--- config.mk ---
export PLATFORM = sky130hd
export DESIGN_NAME = arbitro_roteamento_flat
export DESIGN_NICKNAME = d
export VERILOG_FILES = /design/src/rtl/arbitro_roteamento_if.sv /design/src/rtl/arbitro_roteamento.sv /design/src/flat_wrapper.sv
export SDC_FILE = /design/constraint.sdc
export NUM_CORES = 1
export LEC_CHECK = 0
export CAP_MARGIN = 30
export CORE_MARGIN = 2
export CORE_UTILIZATION = 23
export CTS_CLUSTER_DIAMETER = 80
export DETAILED_ROUTE_END_ITERATION = 8
export PLACE_DENSITY = 0.39
export SKIP_CTS_REPAIR_TIMING = 1
export SLEW_MARGIN = 15
export SYNTH_ARGS = -nofsm -noshare
export SYNTH_HDL_FRONTEND = slang
export SYNTH_SLANG_ARGS = --single-unit
--- constraint.sdc ---
create_clock -name clk -period 5.2 [get_ports clk]
set_clock_uncertainty 0.1 [all_clocks]
set_input_delay 1.04 -clock clk [delete_from_list [all_inputs] [get_ports clk]]
set_output_delay 1.04 -clock clk [all_outputs]
set_load 0.05 [all_outputs]
--- src/rtl/arbitro_roteamento_if.sv ---
// Handshake bundle between the round-robin arbiter and its request sources, router and consumer.
// The burst_cnt width follows MAX_BURST, so both ends must use the same MAX_BURST.
interface arbitro_roteamento_if #(
   parameter int MAX_BURST = 4
);
   localparam int BW = (MAX_BURST > 1) ? $clog2(MAX_BURST) : 1;

   logic [3:0]    req;
   logic          ready;
   logic [1:0]    SEL;
   logic [3:0]    grant;
   logic          valid;
   logic [BW-1:0] burst_cnt;

   // The arbiter side of the bundle.
   modport master (
      input  req, ready,
      output SEL, grant, valid, burst_cnt
   );

   // The side that issues requests and consumes grants.
   modport slave (
      output req, ready,
      input  SEL, grant, valid, burst_cnt
   );
endinterface

--- src/rtl/arbitro_roteamento.sv ---
// Round-robin 4-source arbiter driving the router SEL, with a burst limit per grant.
// Every output is registered. Hand-over happens without idle cycles.
module arbitro_roteamento #(
   parameter int N_BITS    = 4,
   parameter int MAX_BURST = 4
) (
   input logic                   clk,
   input logic                   reset,
   arbitro_roteamento_if.master  bus
);
   // The router data width is not needed here. It is referenced only so that a
   // degenerate N_BITS setting falls back to a 1-bit counter width.
   localparam int BW = (MAX_BURST > 1 && N_BITS > 0) ? $clog2(MAX_BURST) : 1;
   localparam logic [BW-1:0] LAST = BW'(MAX_BURST - 1);

   typedef enum logic {IDLE, GRANT} state_t;

   state_t     state;
   logic [1:0] ptr;

   // Returns the first requester found when scanning from start upward, modulo 4.
   function automatic logic [1:0] pick(input logic [3:0] r, input logic [1:0] start);
      logic [1:0] res;
      logic [1:0] idx;
      res = start;
      for (int i = 3; i >= 0; i--) begin
         idx = start + 2'(i);
         if (r[idx]) res = idx;
      end
      return res;
   endfunction

   function automatic logic [3:0] onehot(input logic [1:0] s);
      return 4'b0001 << s;
   endfunction

   logic       cur_req;
   logic       last_beat;
   logic [1:0] next_sel;

   assign cur_req   = bus.req[bus.SEL];
   assign last_beat = (bus.burst_cnt == LAST);
   // While granted, the scan restarts just past the current owner.
   assign next_sel  = pick(bus.req, (state == GRANT) ? bus.SEL + 2'd1 : ptr);

   always_ff @(posedge clk) begin
      if (reset) begin
         state         <= IDLE;
         ptr           <= 2'd0;
         bus.SEL       <= 2'd0;
         bus.grant     <= 4'b0000;
         bus.valid     <= 1'b0;
         bus.burst_cnt <= '0;
      end else begin
         case (state)
            IDLE: begin
               if (bus.req != 4'b0000) begin
                  state         <= GRANT;
                  bus.SEL       <= next_sel;
                  bus.grant     <= onehot(next_sel);
                  bus.valid     <= 1'b1;
                  bus.burst_cnt <= '0;
               end else begin
                  bus.grant <= 4'b0000;
                  bus.valid <= 1'b0;
               end
            end
            GRANT: begin
               if (bus.ready && cur_req && bus.burst_cnt < LAST) begin
                  bus.burst_cnt <= bus.burst_cnt + 1'b1;
               end else if (!cur_req || (bus.ready && last_beat)) begin
                  ptr <= bus.SEL + 2'd1;
                  if (bus.req != 4'b0000) begin
                     bus.SEL       <= next_sel;
                     bus.grant     <= onehot(next_sel);
                     bus.burst_cnt <= '0;
                  end else begin
                     // SEL keeps its last value while the arbiter is idle.
                     state     <= IDLE;
                     bus.grant <= 4'b0000;
                     bus.valid <= 1'b0;
                  end
               end
            end
            default: state <= IDLE;
         endcase
      end
   end
endmodule

--- src/flat_wrapper.sv ---
// flat-port wrapper written by rule: the top's interface ports become plain ports
module arbitro_roteamento_flat 
#(
   parameter int N_BITS    = 4,
   parameter int MAX_BURST = 4
)
  (clk, reset, bus_req, bus_ready, bus_SEL, bus_grant, bus_valid, bus_burst_cnt);
  arbitro_roteamento_if #(.MAX_BURST(MAX_BURST)) bus_i ();
  input logic clk;
  input logic reset;
  input wire logic [$bits(bus_i.req)-1:0] bus_req;
  input wire logic [$bits(bus_i.ready)-1:0] bus_ready;
  output wire logic [$bits(bus_i.SEL)-1:0] bus_SEL;
  output wire logic [$bits(bus_i.grant)-1:0] bus_grant;
  output wire logic [$bits(bus_i.valid)-1:0] bus_valid;
  output wire logic [$bits(bus_i.burst_cnt)-1:0] bus_burst_cnt;
  assign bus_i.req = bus_req;
  assign bus_i.ready = bus_ready;
  assign bus_SEL = bus_i.SEL;
  assign bus_grant = bus_i.grant;
  assign bus_valid = bus_i.valid;
  assign bus_burst_cnt = bus_i.burst_cnt;
  arbitro_roteamento #(.N_BITS(N_BITS), .MAX_BURST(MAX_BURST)) u_core (.clk(clk), .reset(reset), .bus(bus_i));
endmodule
* After elaboration in Yosys (flattened, before gate mapping) *
Index checks and enable logic that the tools add are counted.

cells by class
  shifts and indexed selects = 1
  bitwise logic cells = 2
  add/sub/neg operators = 5
  magnitude comparators = 6
  multiplexer cells = 35
  equal/unequal tests = 5
  reduce and logical (&&, ||, !) cells = 9

operators by type and width
  operator                                                     number
  2-to-1 mux 2 bit                                             11
  less-than comparator 2 x 3 -> 1 bit (second input constant)  5
  2-to-1 mux 4 bit                                             3
  2-to-1 mux 1 bit                                             11
  binary-select mux 1 bit (select 2 bit)                       5
  case mux 2 bit (2 select lines)                              2
  case mux 4 bit (2 select lines)                              1
  adder 2 x 1 -> 2 bit (second input constant)                 3
  != test 2 bit (second input constant)                        3
  AND reduction 3 bit                                          2
  adder 2 bit (second input constant)                          2
  case mux 1 bit (2 select lines)                              2
  nonzero test 4 bit                                           1
  left shift 1 x 2 -> 4 bit (first input constant)             1
  logical AND 1 bit                                            3
  != test 3 bit (second input constant)                        1
  == test 2 bit (second input constant)                        1
  less-than comparator 2 bit (second input constant)           1
  inverter 1 bit                                               2
  AND reduction 2 bit                                          1
  zero test 1 bit                                              1
  logical OR 1 bit                                             1

storage, ports and cells
  logic and storage cells = 69
  input bits = 7
  output and inout port bits = 9
  flip-flop bits (word level) = 12

* Depth between registers and ports, before layout *
Gate-level depths: netlist (run 1).

  depth in word-level cells = 14
  gate-level depth with buffers = 6
  gate-level depth less buffers = 6

* Worst setup path before layout (run 1) *
OpenSTA, ideal clock, no wires.

  kind = input port to flip-flop
  from = input port bus_req[3]
  to = register u_core.bus.grant[0]
  stages = 5
  arrival = 2130 ps
  setup time = 69 ps
  data required time = 5031 ps
  buffers on the path = 0
  path slack = 2901 ps
  path through = mux4_2 -> a31o_2 -> nor2_1 -> nand2_1 -> o21ai_1

on the way
  cells in the longest elaborated chain, start to end = 11
  elaborated cells between the ends (all ways) = 27
  those cells by class = 2 x eq/ne; 1 x shift; 18 x mux; 6 x reduce/logical

ends and longest elaborated chain
  element                                 RTL line                                            text
  start, declared                         flat_wrapper.sv:11                                  input wire logic [$bits(bus_i.req)-1:0] bus_req;
  binary-select mux 1 bit (select 2 bit)  arbitro_roteamento.sv:28                            if (r[idx]) res = idx;
  2-to-1 mux 1 bit (not written as such)  arbitro_roteamento.sv:28
  2-to-1 mux 2 bit (4 in series)          arbitro_roteamento.sv:28
  left shift 1 x 2 -> 4 bit               arbitro_roteamento.sv:34                            return 4'b0001 << s;
  2-to-1 mux 4 bit                        arbitro_roteamento.sv:57, arbitro_roteamento.sv:73
  2-to-1 mux 4 bit                        arbitro_roteamento.sv:71                            end else if (!cur_req || (bus.ready && last_beat)) begin
  2-to-1 mux 4 bit                        arbitro_roteamento.sv:69                            if (bus.ready && cur_req && bus.burst_cnt < LAST) begin
  case mux 4 bit (2 select lines)         arbitro_roteamento.sv:55                            case (state)
  end signal, assigned                    arbitro_roteamento.sv:60                            bus.grant <= onehot(next_sel);
  end signal, assigned                    arbitro_roteamento.sv:75                            bus.grant <= onehot(next_sel);
  end, declared                           arbitro_roteamento_if.sv:18                         output SEL, grant, valid, burst_cnt

Several ways; a longest one is shown, not always the timed one. The select of a mux whose other input is x is not followed.
A chain may end at the register's enable or synchronous reset.

* Worst setup path in the final report (run 1) *
  from = input port bus_req[0]
  to = register u_core.bus.SEL[1]

on the way
  cells in the longest elaborated chain, start to end = 10
  elaborated cells between the ends (all ways) = 26
  those cells by class = 2 x eq/ne; 18 x mux; 6 x reduce/logical

ends and longest elaborated chain
  element                                 RTL line                                            text
  binary-select mux 1 bit (select 2 bit)  arbitro_roteamento.sv:28
  2-to-1 mux 1 bit (not written as such)  arbitro_roteamento.sv:28
  2-to-1 mux 2 bit (4 in series)          arbitro_roteamento.sv:28
  2-to-1 mux 2 bit                        arbitro_roteamento.sv:57, arbitro_roteamento.sv:73
  2-to-1 mux 2 bit                        arbitro_roteamento.sv:71
  2-to-1 mux 2 bit                        arbitro_roteamento.sv:69
  case mux 2 bit (2 select lines)         arbitro_roteamento.sv:55
  end signal, assigned                    arbitro_roteamento.sv:59                            bus.SEL <= next_sel;
  end signal, assigned                    arbitro_roteamento.sv:74                            bus.SEL <= next_sel;
  end, declared                           arbitro_roteamento_if.sv:18

Several ways; a longest one is shown, not always the timed one. The select of a mux whose other input is x is not followed.

==> results of run 1 <==
## cell usage in the layout (no fill, tap or decap), types with 2 or more instances in the layout
| master | instances |
|---|---|
| sky130_fd_sc_hd__dfxtp_1 | 12 |
| sky130_fd_sc_hd__nor3_1 | 2 |
| sky130_fd_sc_hd__a21oi_1 | 2 |
| sky130_fd_sc_hd__clkbuf_4 | 3 |
| sky130_fd_sc_hd__nand2b_1 | 2 |
| sky130_fd_sc_hd__nor3b_1 | 2 |
| sky130_fd_sc_hd__nor2_1 | 8 |
| sky130_fd_sc_hd__a31oi_1 | 2 |
| sky130_fd_sc_hd__inv_1 | 4 |
| sky130_fd_sc_hd__a22o_1 | 3 |
| sky130_fd_sc_hd__nor2b_1 | 4 |
| sky130_fd_sc_hd__nand2_1 | 6 |
| sky130_fd_sc_hd__nor4_1 | 2 |
| sky130_fd_sc_hd__clkdlybuf4s50_1 | 15 |
## cells in the mapped netlist
library cell / count / area share [%]
sky130_fd_sc_hd__mux4_2: 1 / 3.3
sky130_fd_sc_hd__inv_1: 4 / 2.2
sky130_fd_sc_hd__a22o_1: 3 / 3.8
sky130_fd_sc_hd__a211oi_2: 1 / 1.8
sky130_fd_sc_hd__buf_2: 1 / 0.73
sky130_fd_sc_hd__and3_4: 1 / 1.6
sky130_fd_sc_hd__nor4_2: 1 / 1.8
sky130_fd_sc_hd__o211ai_1: 1 / 1.1
sky130_fd_sc_hd__ha_1: 1 / 1.8
sky130_fd_sc_hd__a31oi_1: 2 / 1.8
sky130_fd_sc_hd__o21ai_0: 1 / 0.73
sky130_fd_sc_hd__a32o_1: 1 / 1.5
sky130_fd_sc_hd__nor2b_1: 4 / 3.7
sky130_fd_sc_hd__nor3_1: 2 / 1.5
sky130_fd_sc_hd__a21boi_1: 1 / 1.1
sky130_fd_sc_hd__a221oi_1: 1 / 1.3
sky130_fd_sc_hd__nor3b_1: 2 / 2.2
sky130_fd_sc_hd__dfxtp_1: 12 / 35
sky130_fd_sc_hd__nand2b_1: 2 / 1.8
sky130_fd_sc_hd__a211oi_1: 1 / 1.1
sky130_fd_sc_hd__nor2_1: 8 / 4.4
sky130_fd_sc_hd__xnor2_1: 1 / 1.3
sky130_fd_sc_hd__clkbuf_1: 1 / 0.55
sky130_fd_sc_hd__nand2_1: 6 / 3.3
sky130_fd_sc_hd__o21ai_1: 1 / 0.73
sky130_fd_sc_hd__o41ai_2: 1 / 2.4
sky130_fd_sc_hd__nand3b_1: 1 / 1.1
sky130_fd_sc_hd__or2_2: 1 / 0.92
sky130_fd_sc_hd__a31o_2: 1 / 1.3
sky130_fd_sc_hd__a21oi_1: 2 / 1.5
sky130_fd_sc_hd__or3b_1: 1 / 1.3
sky130_fd_sc_hd__mux2_2: 1 / 1.6
sky130_fd_sc_hd__a21boi_0: 1 / 1.1
sky130_fd_sc_hd__o32ai_2: 1 / 2.4
sky130_fd_sc_hd__nor4_1: 2 / 1.8
sky130_fd_sc_hd__o311a_1: 1 / 1.5
sky130_fd_sc_hd__a311oi_1: 1 / 1.3
sky130_fd_sc_hd__mux2i_1: 1 / 1.5
## power breakdown
| part | leakage [uW] | switching [uW] | internal, uW |
|---|---|---|---|
| sequential | 0.0000988 | 11.3 | 102 |
| clock | 0.0000138 | 31.3 | 26.8 |
| combinational | 0.000204 | 59.8 | 40.2 |
## how the worst min path moves through the flow
stage	endpoint	start	slack, ns	cells after the start
CTS	u_core.bus.grant[0]	u_core.bus.grant[0]	0.35	2
floorplan	u_core.ptr[0]	u_core.ptr[0]	0.39	2
global placement	u_core.bus.grant[0]	u_core.bus.grant[0]	0.34	2
global route	u_core.bus.grant[0]	u_core.bus.grant[0]	0.38	2
detailed placement	u_core.bus.grant[0]	u_core.bus.grant[0]	0.34	2
finish	u_core.bus.grant[0]	u_core.bus.grant[0]	0.35	2
## worst min-delay path: stages (launching register included)
cell and delay [ns]:
sky130_fd_sc_hd__dfxtp_1 0.31, sky130_fd_sc_hd__nand2_1 0.05, sky130_fd_sc_hd__o21ai_1 0.05
## flip-flops by register name, indices dropped and copies added (netlist names)
register,count
u_core.ptr,2
u_core.bus.valid,1
u_core.state,1
u_core.bus.grant,4
u_core.bus.SEL,2
u_core.bus.burst_cnt,2
## cells by family (layout without fill, tap and decap cells)
logic type | count (synthesis) | in the layout | synth area share (%)
compound gates | 21 | 21 | 26.4
xor+xnor | 1 | 1 | 1.28
fa+ha+maj | 1 | 1 | 1.83
buf+inv | 6 | 22 | 3.48
flops | 12 | 12 | 35.2
mux | 3 | 3 | 6.41
simple gates | 31 | 31 | 25.5
## metrics by stage
| step | power (uW) | worst slack (ns) |
|---|---|---|
| after global routing | 285 | 2.17 |
| final | 271 | 2.32 |
| after global placement | 217 | 2.04 |
| after detailed placement | 215 | 2.04 |
| after floorplan | 183 | 2.90 |
| after CTS | 274 | 2.34 |
## area by class of cell
| class | count | area (um^2) |
|---|---|---|
| inverters | 4 | 15.0 |
| well taps | 31 | 38.8 |
| repair buffers | 15 | 150 |
| clock buffers | 3 | 22.5 |
| fillers | 315 | 1900 |
| flip-flops and latches | 12 | 240 |
| multi-input cells | 57 | 419 |
## per-layer routing
metal  vias to the layer above  part of all wire (%)  GRT usage (%)
met3                         5                   5.0           1.98
met2                        15                    45           16.5
met5                         -                     0              0
met1                       300                    48           13.9
li1                        312                     -              -
met4                         0                   2.3           5.98
==> out/qor.log, run 1 <==
INFO  floorplan      die-height=58.5um
INFO  timing         number_of_setup_violations_in_the_final_report=0
INFO  detailed_routing routed_wirelength=1730um
INFO  synthesis      synth_sequential_area_ratio=35.2%
INFO  place          hpwl=1280um
INFO  timing         maxClockFrequency=0.347GHz
INFO  timing         worst_slew_margin_rel=58.1%
INFO  clocking       htree_num_levels=1
INFO  critical_path  worst-endpoint-arrival=2.93ns
INFO  critical_path  critical_path.slowest_cell=sky130_fd_sc_hd__clkdlybuf4s50_1
INFO  clocking       path_clk_slew=0.07ns
INFO  synthesis      synth_area_per_inst=9.11um^2
INFO  critical_path  worst_reg2reg_path_startpoint=u_core.state
INFO  detailed_routing route.detailed.vias_per_inst=5.18
INFO  place          placedCellCount=119
INFO  run_status     outcome=finished, final reports clean
INFO  floorplan      coreArea=2780um^2
INFO  timing         setup_tns=0ns
INFO  critical_path  rr_worst_depth=5
INFO  finish         post-route-util=31.8%
INFO  detailed_routing drt_pass1_iterations=4
INFO  clocking       clk_root_buffer_cell=sky130_fd_sc_hd__clkbuf_4
INFO  timing         worst_hold_slack=0.348ns
INFO  clocking       tritoncts=yes
INFO  critical_path  reg2reg_to=u_core.bus.SEL[1]
INFO  floorplan      die_area=3420um^2
INFO  synthesis      number_of_instances_in_the_synthesized_netlist=75
INFO  clocking       cts.sinks=12
INFO  detailed_routing num_vias=632
INFO  clocking       ctsLongestPathBuffers=2
INFO  timing         finalMaxSlewViolations=0
INFO  finish         count_of_placed_standard_cells_in_the_final_layout_fillers_left_out=122
INFO  detailed_routing antenna_violating_nets_post_route=0
INFO  critical_path  end_kind=register
INFO  detailed_routing drt-initial-drc-count=6
INFO  timing         worst_max_slew_pin_slew=0.622ns
INFO  finish         num_antenna_cells=0
INFO  timing         min_period=2.88ns
INFO  pwr            vdd_drop_max=0.128mV
INFO  critical_path  worst-path-buf-inv=2
INFO  global_routing grt_first_pass_wirelength=2820um
INFO  finish         nets=101
INFO  detailed_routing drcViolationCount=0
INFO  flow_run       maximum_capacitance_violations=0
INFO  floorplan      initial_utilization=24.6%
INFO  pwr            cellPowerDensity=306nW/um^2
INFO  synthesis      ys_types=38
INFO  synthesis      synth_nets=83
INFO  place          globalplace.congestion=0.793
INFO  critical_path  worst_setup_sp_type=primary input
INFO  timing         grt_setup_unrepaired=no
INFO  critical_path  setup.worst_path.end=u_core.bus.SEL[1]
INFO  synthesis      synth.cell_area=683um^2
INFO  finish         layout.cell_area.non_filler=886um^2
INFO  detailed_routing wl_per_cell=14.2um
INFO  critical_path  critical_path_peak_fanout=7
INFO  place          io_buffers=15
INFO  floorplan      ioPinCount=16
INFO  pwr            cellLeakagePower=0.000316uW
INFO  critical_path  path_delay_family=buffers and inverters
INFO  global_routing maximum_number_of_pins_on_one_net_before_global_route_repair=17
INFO  synthesis      synthesis.yosys.warnings=0
INFO  place          placedInstanceArea=863um^2
INFO  critical_path  timing.critical_path.depth=6
INFO  critical_path  worst-endpoint-required=5.25ns
INFO  clocking       source_to_sink_clock_delay_at_the_later_pin_of_the_worst_skew_pair=0.27ns
INFO  timing         finalCritPeriodShare=55.4%
INFO  critical_path  critical_path_class=in -> reg
INFO  global_routing initial_antenna_violation_count=0
INFO  timing         finalHoldViolCount=0
INFO  finish         layout-drive-gt1-share=13.2%
INFO  critical_path  reg2reg_slack=3.09ns
INFO  critical_path  cp_slowest_stage_delay=0.59ns
INFO  clocking       cts_inserted_buffers=3
INFO  global_routing total_global_route_track_usage=10.7%
INFO  synthesis      ys_ff_latch=12
INFO  finish         area_growth_syn_to_layout=29.7%
INFO  global_routing via_count_of_the_first_global_routing_pass=619
INFO  critical_path  critical_path.startpoint=bus_req[0]
INFO  min_path       hold_class=reg -> reg
INFO  global_routing globalRoute.totalOverflow=0
INFO  floorplan      num_rows=19
INFO  critical_path  critical_path.cell_chain=clkdlybuf4s50_1 -> inv_1 -> o311a_1 -> nor4_2 -> o21ai_0 -> nor2b_1
INFO  floorplan      die_width=58.5um
Power figures use the tool's default switching activity.
==> inputs of run 2 (changes only) <==
==> constraint.sdc (replaced) <==
create_clock -name clk -period 2.9 [get_ports clk]
set_clock_uncertainty 0.1 [all_clocks]
set_input_delay 0.58 -clock clk [delete_from_list [all_inputs] [get_ports clk]]
set_output_delay 0.58 -clock clk [all_outputs]
set_load 0.05 [all_outputs]
==> run 2 against run 1 <==
Effect of this change: final cell count increased by 1.6%; core utilization is 0.54 points higher; design area increased by 1.7%; clock power is 74% higher; critical path type is now reg -> out; count of clock-buffer cells in the layout did not move; non-clock buffer count grew 2.
==> out/qor.log, run 2 (synthesized netlist as in run 1, its figures left out) <==
INFO  clocking       path_clk_slew=0.08ns [about the same]
INFO  floorplan      ioPinCount=16 [unchanged]
INFO  detailed_routing route.detailed.vias_per_inst=5.25 [+1.3%]
INFO  critical_path  end_kind=primary output
INFO  floorplan      die_area=3420um^2 [unchanged]
INFO  timing         min_period=2.30ns
INFO  timing         maxClockFrequency=0.434GHz
INFO  critical_path  worst-endpoint-arrival=1.62ns [-1.31 ns]
INFO  critical_path  worst_setup_sp_type=register
INFO  timing         finalHoldViolCount=0 [unchanged]
INFO  pwr            netSwitchingPower=179uW [+75%]
INFO  detailed_routing antenna_violating_nets_post_route=0 [unchanged]
INFO  finish         fillCellCount=307 [-2.5%]
INFO  finish         num_antenna_cells=0 [unchanged]
INFO  clocking       clk_root_buffer_cell=sky130_fd_sc_hd__clkbuf_4
INFO  critical_path  critical_path_peak_fanout=7 [unchanged]
INFO  finish         final_cell_mix=15 x sky130_fd_sc_hd__clkdlybuf4s50_1, 12 x sky130_fd_sc_hd__dfxtp_1, 8 x sky130_fd_sc_hd__nor2_1, 6 x sky130_fd_sc_hd__nand2_1
INFO  place          hpwl=1260um [-1.6%]
INFO  finish         largest-register=u_core.bus.grant
INFO  detailed_routing drcViolationCount=0 [unchanged]
INFO  run_status     outcome=finished, final reports clean
INFO  min_path       hold_path_startpoint=u_core.bus.grant[0]
INFO  min_path       worst_hold_endpoint=u_core.bus.grant[0]
INFO  place          globalplace.congestion=0.762 [-3.9%]
INFO  clocking       source_to_sink_clock_delay_at_the_later_pin_of_the_worst_skew_pair=0.27ns [about the same]
INFO  timing         finalMaxSlewViolations=0 [unchanged]
INFO  place          placedCellCount=121 [+1.7%]
INFO  place          io_buffers=15 [unchanged]
INFO  timing         worst_max_slew_pin_slew=0.505ns [-0.117 ns]
INFO  global_routing total_global_route_track_usage=10.3% [-0.40 points]
INFO  clocking       ctsLongestPathBuffers=2 [unchanged]
INFO  pwr            share_seq_of_total_power=41.5% [about the same]
INFO  critical_path  worst_reg2reg_path_startpoint=u_core.state
INFO  floorplan      initial_utilization=24.6% [unchanged]
INFO  global_routing globalRoute.totalOverflow=0 [unchanged]
INFO  min_path       hold_class=reg -> reg
INFO  finish         area_of_all_sequential_standard_cells=240um^2 [unchanged]
INFO  critical_path  critical_path_class=reg -> out
INFO  flow_run       maximum_capacitance_violations=0 [unchanged]
INFO  critical_path  rr_worst_depth=5 [unchanged]
INFO  critical_path  reg2reg_slack=0.93ns [-2.16 ns]
INFO  critical_path  reg2reg_to=u_core.bus.grant[2]
INFO  floorplan      die_width=58.5um [unchanged]
INFO  floorplan      die-height=58.5um [unchanged]
INFO  pwr            comb_power_share=37.6% [+0.7 points]
INFO  finish         most_frequent_standard_cell_in_the_layout_excluding_fill_and_tap_cells=sky130_fd_sc_hd__clkdlybuf4s50_1
INFO  timing         grt_setup_unrepaired=no
INFO  global_routing grt_first_pass_wirelength=2770um [-1.5%]
INFO  finish         nets=103 [+2.0%]
INFO  global_routing initial_antenna_violation_count=0 [unchanged]
INFO  timing         worst_slew_margin_rel=66.2% [+8.1 points]
INFO  finish         area_of_the_multi_input_gates=419um^2 [unchanged]
INFO  clocking       cts.sinks=12 [unchanged]
INFO  timing         setup_tns=0ns [unchanged]
INFO  pwr            switching_share=36.9% [-0.84 points]
INFO  min_path       hold_depth=2 [unchanged]
INFO  detailed_routing drt_pass1_iterations=4 [unchanged]
INFO  critical_path  path_delay_family=buffers and inverters
INFO  critical_path  worst-path-buf-inv=1 [-1]
INFO  global_routing maximum_number_of_pins_on_one_net_before_global_route_repair=17 [unchanged]
INFO  timing         finalCritPeriodShare=79.4%
INFO  clocking       tritoncts=yes
INFO  timing         number_of_setup_violations_in_the_final_report=0 [unchanged]
INFO  clocking       cts_inserted_buffers=3 [unchanged]
INFO  detailed_routing num_vias=651 [+3.0%]
INFO  floorplan      num_rows=19 [unchanged]
INFO  clocking       htree_num_levels=1 [unchanged]
INFO  pwr            vdd_drop_max=0.319mV [+150%]
INFO  critical_path  critical_path.slowest_cell=sky130_fd_sc_hd__clkdlybuf4s50_1
INFO  detailed_routing wl_per_cell=13.2um [-7.0%]
INFO  pwr            cellLeakagePower=0.000327uW [+3.2%]
INFO  finish         number_of_flip_flops_in_the_largest_register=4 [unchanged]
INFO  finish         layout-drive-gt1-share=15.1% [+1.9 points]
INFO  critical_path  cp_slowest_stage_delay=0.87ns [+0.28 ns]
INFO  pwr            int_pwr=306uW [+81%]
INFO  finish         area_growth_syn_to_layout=31.9%
INFO  finish         count_of_placed_standard_cells_in_the_final_layout_fillers_left_out=124 [+1.6%]
INFO  critical_path  worst-endpoint-required=2.22ns [-3.03 ns]
INFO  global_routing via_count_of_the_first_global_routing_pass=620 [+0.16%]
INFO  pwr            cellPowerDensity=539nW/um^2 [+76%]
INFO  pwr            clockPowerShare=20.8% [-0.7 points]
INFO  critical_path  critical_path.cell_chain=clkdlybuf4s50_1
INFO  detailed_routing drt-initial-drc-count=13 [+7]
INFO  floorplan      coreArea=2780um^2 [unchanged]
INFO  detailed_routing routed_wirelength=1640um [-5.4%]
run 2: power groups by stage:
stage	clock network, uW	logic [uW]	registers (uW)
3_3_place_gp	0	187	207
3_5_place_dp	0	183	206
4_1_cts	105	185	202
6_report	101	183	202
2_1_floorplan	0	83.7	245
5_1_grt	109	198	206
run 2: worst max-delay path by stage:
stage / depth (start not counted) / slack, ns / to / start
floorplan: 5 / 0.79 / u_core.bus.grant[0] / u_core.bus.SEL[0]
global route: 7 / 0.37 / u_core.bus.grant[3] / bus_req[1]
global placement: 7 / 0.30 / u_core.bus.SEL[1] / bus_req[1]
finish: 1 / 0.60 / bus_SEL[0] / u_core.bus.SEL[0]
detailed placement: 6 / 0.31 / u_core.bus.grant[2] / bus_req[1]
CTS: 1 / 0.58 / bus_SEL[0] / u_core.bus.SEL[0]
run 2: layer usage:
metal | track usage, % | routed length [um]
met5 | 0 | 0
met4 | 3.99 | 27
met3 | 1.98 | 91
met2 | 15.7 | 701
met1 | 14.2 | 817
run 2: area by class of cell:
| class | count | share of cell area [%] |
|---|---|---|
| Inverter | 4 | 1.67 |
| Multi-Input combinational cell | 57 | 46.5 |
| Timing Repair Buffer | 17 | 18.3 |
| Sequential cell | 12 | 26.7 |
| Tap cell | 31 | 4.31 |
| Clock buffer | 3 | 2.50 |
run 2: stage by stage:
| stage | hold slack, ns | setup WS, ns | util [%] | cell area (um^2) | total power [uW] |
|---|---|---|---|---|---|
| final | 0.346 | 0.597 | 32.4 | 901 | 485 |
| after global routing | 0.393 | 0.374 | 32.4 | 901 | 512 |
| after CTS | 0.351 | 0.580 | 32.4 | 901 | 492 |
| after detailed placement | 0.340 | 0.312 | 31.6 | 878 | 389 |
| after global placement | 0.336 | 0.300 | 31.6 | 878 | 394 |
| after floorplan | 0.392 | 0.793 | - | 683 | 329 |
